## src/rtl/sel_accum_pkg.sv

```systemverilog
// Shared types and constants for the selectable-increment accumulation loop.
package sel_accum_pkg;

    // Loop controller states.
    typedef enum logic [1:0] {
        IDLE = 2'd0,
        RUN  = 2'd1,
        DONE = 2'd2
    } state_t;

    // Selector codes choosing the per-iteration increment.
    localparam logic [1:0] SEL_ZERO = 2'b00;
    localparam logic [1:0] SEL_ONE  = 2'b01;
    localparam logic [1:0] SEL_TWO  = 2'b10;
    localparam logic [1:0] SEL_STEP = 2'b11;

endpackage

```

## src/rtl/sel_accum_loop_sat_add.sv

```systemverilog
// Combinational WIDTH-bit adder with carry-out overflow detection and
// optional saturation to the all-ones value.
module sat_add #(
    parameter int WIDTH = 8
) (
    input  logic [WIDTH-1:0] a,
    input  logic [WIDTH-1:0] b,
    input  logic             sat_en,
    output logic [WIDTH-1:0] sum,
    output logic             ovf
);

    logic [WIDTH:0] sum_full;

    // One extra bit holds the carry; a carry out is an overflow.
    always_comb begin
        sum_full = {1'b0, a} + {1'b0, b};
        ovf      = sum_full[WIDTH];
        if (ovf && sat_en) begin
            sum = '1;
        end else begin
            sum = sum_full[WIDTH-1:0];
        end
    end

endmodule

```

## src/rtl/sel_accum_loop.sv

```systemverilog
// Bounded loop that accumulates a selector-chosen increment into sn for
// BOUND iterations, with wrap or saturate arithmetic and a sticky overflow.
// Handshake: a one-cycle start (or held start) begins a run from IDLE/DONE and
// restarts it from RUN; busy is high while iterating, done is high once the
// run completes and stays high until the next start or rst.
module sel_accum_loop
    import sel_accum_pkg::*;
#(
    parameter int WIDTH = 8,
    parameter int BOUND = 8,
    parameter int STEP  = 4
) (
    input  logic             clk,
    input  logic             rst,
    input  logic             start,
    input  logic [1:0]       selector,
    input  logic             sat_en,
    output logic [WIDTH-1:0] sn,
    output logic [WIDTH-1:0] i,
    output logic             busy,
    output logic             done,
    output logic             ovf,
    output state_t           dbg_state
);

    // Reject parameter values outside the supported range at elaboration.
    if (BOUND < 1 || BOUND > (1 << WIDTH) - 1) begin : g_bad_bound
        $error("sel_accum_loop: BOUND out of range 1..2^WIDTH-1");
    end
    if (STEP < 0 || STEP > (1 << WIDTH) - 1) begin : g_bad_step
        $error("sel_accum_loop: STEP out of range 0..2^WIDTH-1");
    end

    state_t           state_q, state_d;
    logic [WIDTH-1:0] i_q, i_d;
    logic [WIDTH-1:0] sn_q, sn_d;
    logic             ovf_q, ovf_d;

    logic [WIDTH-1:0] inc;
    logic [WIDTH-1:0] add_sum;
    logic             add_ovf;

    // Decode the increment for the current iteration.
    always_comb begin
        inc = '0;
        case (selector)
            SEL_ZERO: inc = '0;
            SEL_ONE:  inc = WIDTH'(1);
            SEL_TWO:  inc = WIDTH'(2);
            SEL_STEP: inc = WIDTH'(STEP);
            default:  inc = '0;
        endcase
    end

    sat_add #(
        .WIDTH (WIDTH)
    ) u_sat_add (
        .a      (sn_q),
        .b      (inc),
        .sat_en (sat_en),
        .sum    (add_sum),
        .ovf    (add_ovf)
    );

    // Next-state and datapath updates for the loop controller.
    always_comb begin
        state_d = state_q;
        i_d     = i_q;
        sn_d    = sn_q;
        ovf_d   = ovf_q;
        case (state_q)
            IDLE, DONE: begin
                if (start) begin
                    state_d = RUN;
                    i_d     = '0;
                    sn_d    = '0;
                    ovf_d   = 1'b0;
                end
            end
            RUN: begin
                if (start) begin
                    // Restart edge: clear and do not accumulate.
                    i_d   = '0;
                    sn_d  = '0;
                    ovf_d = 1'b0;
                end else begin
                    i_d   = i_q + WIDTH'(1);
                    sn_d  = add_sum;
                    ovf_d = ovf_q | add_ovf;
                    if (i_q == WIDTH'(BOUND - 1)) begin
                        state_d = DONE;
                    end
                end
            end
            default: begin
                state_d = IDLE;
            end
        endcase
    end

    // State and datapath registers with synchronous reset.
    always_ff @(posedge clk) begin
        if (rst) begin
            state_q <= IDLE;
            i_q     <= '0;
            sn_q    <= '0;
            ovf_q   <= 1'b0;
        end else begin
            state_q <= state_d;
            i_q     <= i_d;
            sn_q    <= sn_d;
            ovf_q   <= ovf_d;
        end
    end

    assign sn        = sn_q;
    assign i         = i_q;
    assign ovf       = ovf_q;
    assign busy      = (state_q == RUN);
    assign done      = (state_q == DONE);
    assign dbg_state = state_q;

endmodule

```

## config.mk

```make
export PLATFORM = sky130hd
export DESIGN_NAME = sel_accum_loop
export DESIGN_NICKNAME = d
export VERILOG_FILES = /design/src/rtl/sel_accum_pkg.sv /design/src/rtl/sel_accum_loop_sat_add.sv /design/src/rtl/sel_accum_loop.sv
export SDC_FILE = /design/constraint.sdc
export NUM_CORES = 1
export LEC_CHECK = 0
export ABC_AREA = 1
export CORE_MARGIN = 1
export CORE_UTILIZATION = 53
export CTS_CLUSTER_DIAMETER = 50
export DETAILED_ROUTE_END_ITERATION = 10
export PLACE_DENSITY = 0.84
export SLEW_MARGIN = 20
export SYNTH_ARGS = -nofsm -noshare
export SYNTH_HDL_FRONTEND = slang
export SYNTH_SLANG_ARGS = --single-unit
```

## constraint.sdc

```tcl
create_clock -name clk -period 5 [get_ports clk]
set_clock_uncertainty 0.05 [all_clocks]
set_input_delay 0.5 -clock clk [delete_from_list [all_inputs] [get_ports clk]]
set_output_delay 0.5 -clock clk [all_outputs]
set_load 0.05 [all_outputs]
```

# Word-level counts from Yosys, hierarchy flattened
# Index checks and enable logic that the tools add are counted.
[classes] n_mux=14 bitwise_logic=1 eq_ne=9 n_reduce_logical=7 add_sub_neg=2
[op_table] cell="$mux 8" count=4
[op_table] cell="$pmux 8 s2" count=2
[op_table] cell="$pmux 8 s4" count=1
[op_table] cell="$add 8x8->9" count=1
[op_table] cell="$add 8x1->8 const B" count=1
[op_table] cell="$eq 8x3->1 const B" count=1
[op_table] cell="$eq 2x2->1 const B" count=3
[op_table] cell="$mux 2" count=3
[op_table] cell="$eq 2x1->1 const B" count=2
[op_table] cell="$logic_not 2->1" count=2
[op_table] cell="$ne 2x2->1 const B" count=2
[op_table] cell="$pmux 2 s2" count=1
[op_table] cell="$reduce_and 3->1" count=1
[op_table] cell="$mux 1" count=2
[op_table] cell="$ne 2x1->1 const B" count=1
[op_table] cell="$pmux 1 s2" count=1
[op_table] cell="$reduce_and 2->1" count=1
[op_table] cell="$reduce_bool 2->1" count=1
[op_table] cell="$reduce_or 2->1" count=1
[op_table] cell="$logic_and 1x1->1" count=1
[op_table] cell="$or 1x1->1" count=1
[word_totals] in_bits=6 elab_cells=37 register_bits=19 output_inout_bits=21

# Logic depth before layout (Yosys ltp)
[depth] word_depth=7 ltp_mapped=11 ltp_nobuf=11

# Hierarchy
# A second synthesis with hierarchy kept.
[unflattened] hier_cells=202 hier_area_um2=1302.5
[by_module_without_submodules] module="sel_accum_loop" area_each_um2=867.1 cells_each=127 seq_area_each_um2=380.4 instances=1
[by_module_without_submodules] module="sat_add" area_each_um2=435.4 cells_each=75 seq_area_each_um2=0.0 instances=1

# Worst setup path after synthesis
# OpenSTA, ideal clock, no wires.
[synth_path] kind="reg-to-output" start="register state_q[1], in the netlist dbg_state[1]" end="output done" n_path_buf=0 setup_slack_ns=3.024 required_ns=4.450 stages_incl_launch_ff=3 t_arrival_ns=1.426 cell_sequence="dfxtp_1 -> inv_1 -> nor2_1"
[synth_between] elab_chain_cells=1
[synth_lines] element="start, declared" line="sel_accum_loop.sv:34" text="state_t state_q, state_d;"
[synth_lines] element="start signal, assigned" line="sel_accum_loop.sv:109" text="state_q <= state_d;"
[synth_lines] element="$eq 2x2->1" line="sel_accum_loop.sv:120" text="assign done = (state_q == DONE);"
[synth_lines] element="end, declared" line="sel_accum_loop.sv:21" text="output logic done,"
# Every way passes these cells.

# Worst setup path after layout
[layout_path] start="register state_q[0], in the netlist dbg_state[0]" end="output busy"
[layout_between] elab_chain_cells=1
[layout_lines] element="$eq 2x1->1" line="sel_accum_loop.sv:119" text="assign busy = (state_q == RUN);"
[layout_lines] element="end, declared" line="sel_accum_loop.sv:20" text="output logic busy,"
# Every way passes these cells.

==> reports/metrics.csv <==
metric,value,unit
crit_type,flip-flop to primary output,
ios,27,
die_width,48.76,um
cts.repair.resized,0,
hold_class,flip-flop to flip-flop,
total_power,0.2777,mW
rsz0062_at_grt,false,
clkSinkCount,19,
synthAdderAreaFrac,0.06048,
holdBufCountCts,0,
grt_pass1_vias,1084,
status,"complete, no violations",
swShare,0.2854,
antenna_found_initial,0,
holdWs,0.4428,ns
insertion_delay,0.29,ns
yosys_warnings,0,
synth-xor-area-share,0,
start_util,0.5787,
min_period,2.304,ns
synth_top_family_by_area,simple AND/OR/NAND/NOR gates,
maxSlewViolCount,0,
htreeDepth,1,
power_leakage,0.5701,nW
p_comb_frac,0.162,
dp_hpwl,1.971,mm
nNetsFinal,205,
place_area,0.001429,mm^2
fmax,434.0,MHz
port_buffers,26,
via_count,1195,
core-area,0.002002,mm^2
synth-seq-cells,19,
syn_nets,178,
setup_tns,0,ns
drv_cap,0,
routabilityCongestion,0.8728,
p_sw,0.07926,mW
via_per_inst,5.432,
yosys.area_share.simple,0.3391,
wl_per_cell,12.05,um
vdd_drop_max,137.2,uV
clk_path_buf_depth,2,
crit_arrival,1.75,ns
firstDrtPassIters,4,
syn-cell-area,0.001159,mm^2
synthMuxAreaShare,0,
rows,16,
tightestPinTransition,0.7637,ns
antenna_left,0,
synthCells,167,
cp.required,4.45,ns
groute.usage.overall,0.2425,
seq_power_share,0.560,
cts_setup_buffers,0,
grt_overflow,0,
dieHeight,48.76,um
cts_buffers,3,
critical_path.max_fanout,4,
hold_viol,0,
slew_headroom,0.4892,
period_share,0.4609,
dieArea,0.002377,mm^2
cts.clk_slew.worst_paths,0.11,ns
synth_compound_area_frac,0.1706,
power_frac_clock,0.278,
num_antenna_cells,0,
drc,0,
internal_power,0.1984,mW
grt_max_degree,19,
fill_cells,168,
stdcell_count,220,
drive_above_1_share,0.1036,
cts_root_buffer,clkbuf_4,
area_growth,25.59,%
cts_tree,done,
placed_cells,216,
setup_violations,0,
wirelength,2.650,mm
endpoint_kind,primary output,
p_per_area,190.8,mW/mm^2
synth-seq-area-share,0.3283,
synth_area_per_cell,6.938,um^2
synth_cell_type_count,27,
crit_path_start_kind,flip-flop,
stdcell_area,0.001455,mm^2
grt_first_pass_wirelength,4.574,mm
detail_route.iter0.violations,29,
[power groups by stage]
stage | clock (mW) | combinational [mW] | sequential, mW
after CTS | 0.0791 | 0.0450 | 0.155
after global placement | 0 | 0.0440 | 0.159
after global routing | 0.0873 | 0.0493 | 0.156
after detailed placement | 0 | 0.0448 | 0.159
after floorplan | 0 | 0.0251 | 0.165
final | 0.0771 | 0.0451 | 0.156
[sequential cells by signal (all words and copies together) (netlist names)]
signal and count:
dbg_state 2, i 8, ovf 1, sn 8
[Yosys cell counts]
| library cell | number | area (um^2) |
|---|---|---|
| a21oi_2 | 4 | 35.03 |
| buf_2 | 1 | 5.000 |
| ha_1 | 4 | 50.05 |
| o21ai_1 | 1 | 5.000 |
| nor2_1 | 7 | 26.28 |
| nand2_2 | 3 | 18.77 |
| a21oi_1 | 13 | 65.06 |
| nor3_1 | 2 | 10.01 |
| clkbuf_1 | 1 | 3.750 |
| nand3_1 | 15 | 75.07 |
| nand2_1 | 45 | 168.9 |
| o211ai_1 | 3 | 22.52 |
| a31oi_1 | 2 | 12.51 |
| nand3b_1 | 2 | 15.01 |
| fa_1 | 1 | 20.02 |
| o21ai_0 | 5 | 25.02 |
| nand4_4 | 1 | 21.27 |
| inv_1 | 22 | 82.58 |
| buf_4 | 2 | 15.01 |
| a211oi_1 | 2 | 15.01 |
| nor2_4 | 2 | 22.52 |
| nand4_1 | 3 | 18.77 |
| dfxtp_1 | 19 | 380.4 |
| inv_2 | 3 | 11.26 |
| or2_2 | 1 | 6.260 |
| o21ai_2 | 2 | 17.52 |
| nor3_2 | 1 | 10.01 |
[logic make-up (layout without fill, tap and decap cells)]
group                    count (synthesis)  after routing
AO/OA/AOI/OAI                           32             32
adder cells (fa/ha/maj)                  5              5
buffers and inverters                   29             55
flip-flops                              19             19
AND/OR/NAND/NOR                         82             82
[layout by cell type, fill, tap and decap left out, types with 3 or more instances in the layout]
cell type and count:
nor2_1 7, inv_1 22, clkdlybuf4s50_1 26, a21oi_2 4, o21ai_0 5, o211ai_1 3, nand4_1 3, nand3_1 15
nand2_1 45, ha_1 4, dfxtp_1 19, clkbuf_4 3, nand2_2 3, inv_2 3, a21oi_1 13
[layout make-up]
class,instances,area [um^2],area share
Multi-Input combinational cell,119,660.6,0.4540
Sequential cell,19,380.4,0.2614
Timing Repair Buffer,26,260.3,0.1788
Tap cell,27,33.78,0.02322
Inverter,25,93.84,0.06449
Clock buffer,4,26.28,0.01806
[metal layers]
layer	global-route usage	vias to the layer above	part of all wire
li1	-	602	-
met1	0.2768	563	0.45
met2	0.4514	30	0.51
met3	0.04403	0	0.036
met4	0.07353	0	0
met5	0	-	0
[metrics by stage]
step | setup slack (ns) | util
after CTS | 2.711 | 0.7269
final | 2.696 | 0.7269
after global placement | 2.598 | 0.7138
after detailed placement | 2.544 | 0.7138
after floorplan | 3.024 | -
after global routing | 2.633 | 0.7269
[final timing paths]
path	cells after the start	end	slack, ns	start
max	3	busy	2.70	dbg_state[0]
min	2	i[5]	0.44	i[5]
max reg2reg	8	sn[4]	3.26	sn[0]
min reg2reg	2	i[5]	0.44	i[5]
[critical path, cell delays in order (launching register included)]
cell             delay, ns
dfxtp_1               0.43
nand2_2               0.12
inv_1                 0.09
clkdlybuf4s50_1       0.82
Note: power is estimated with default switching activity, not from simulation.
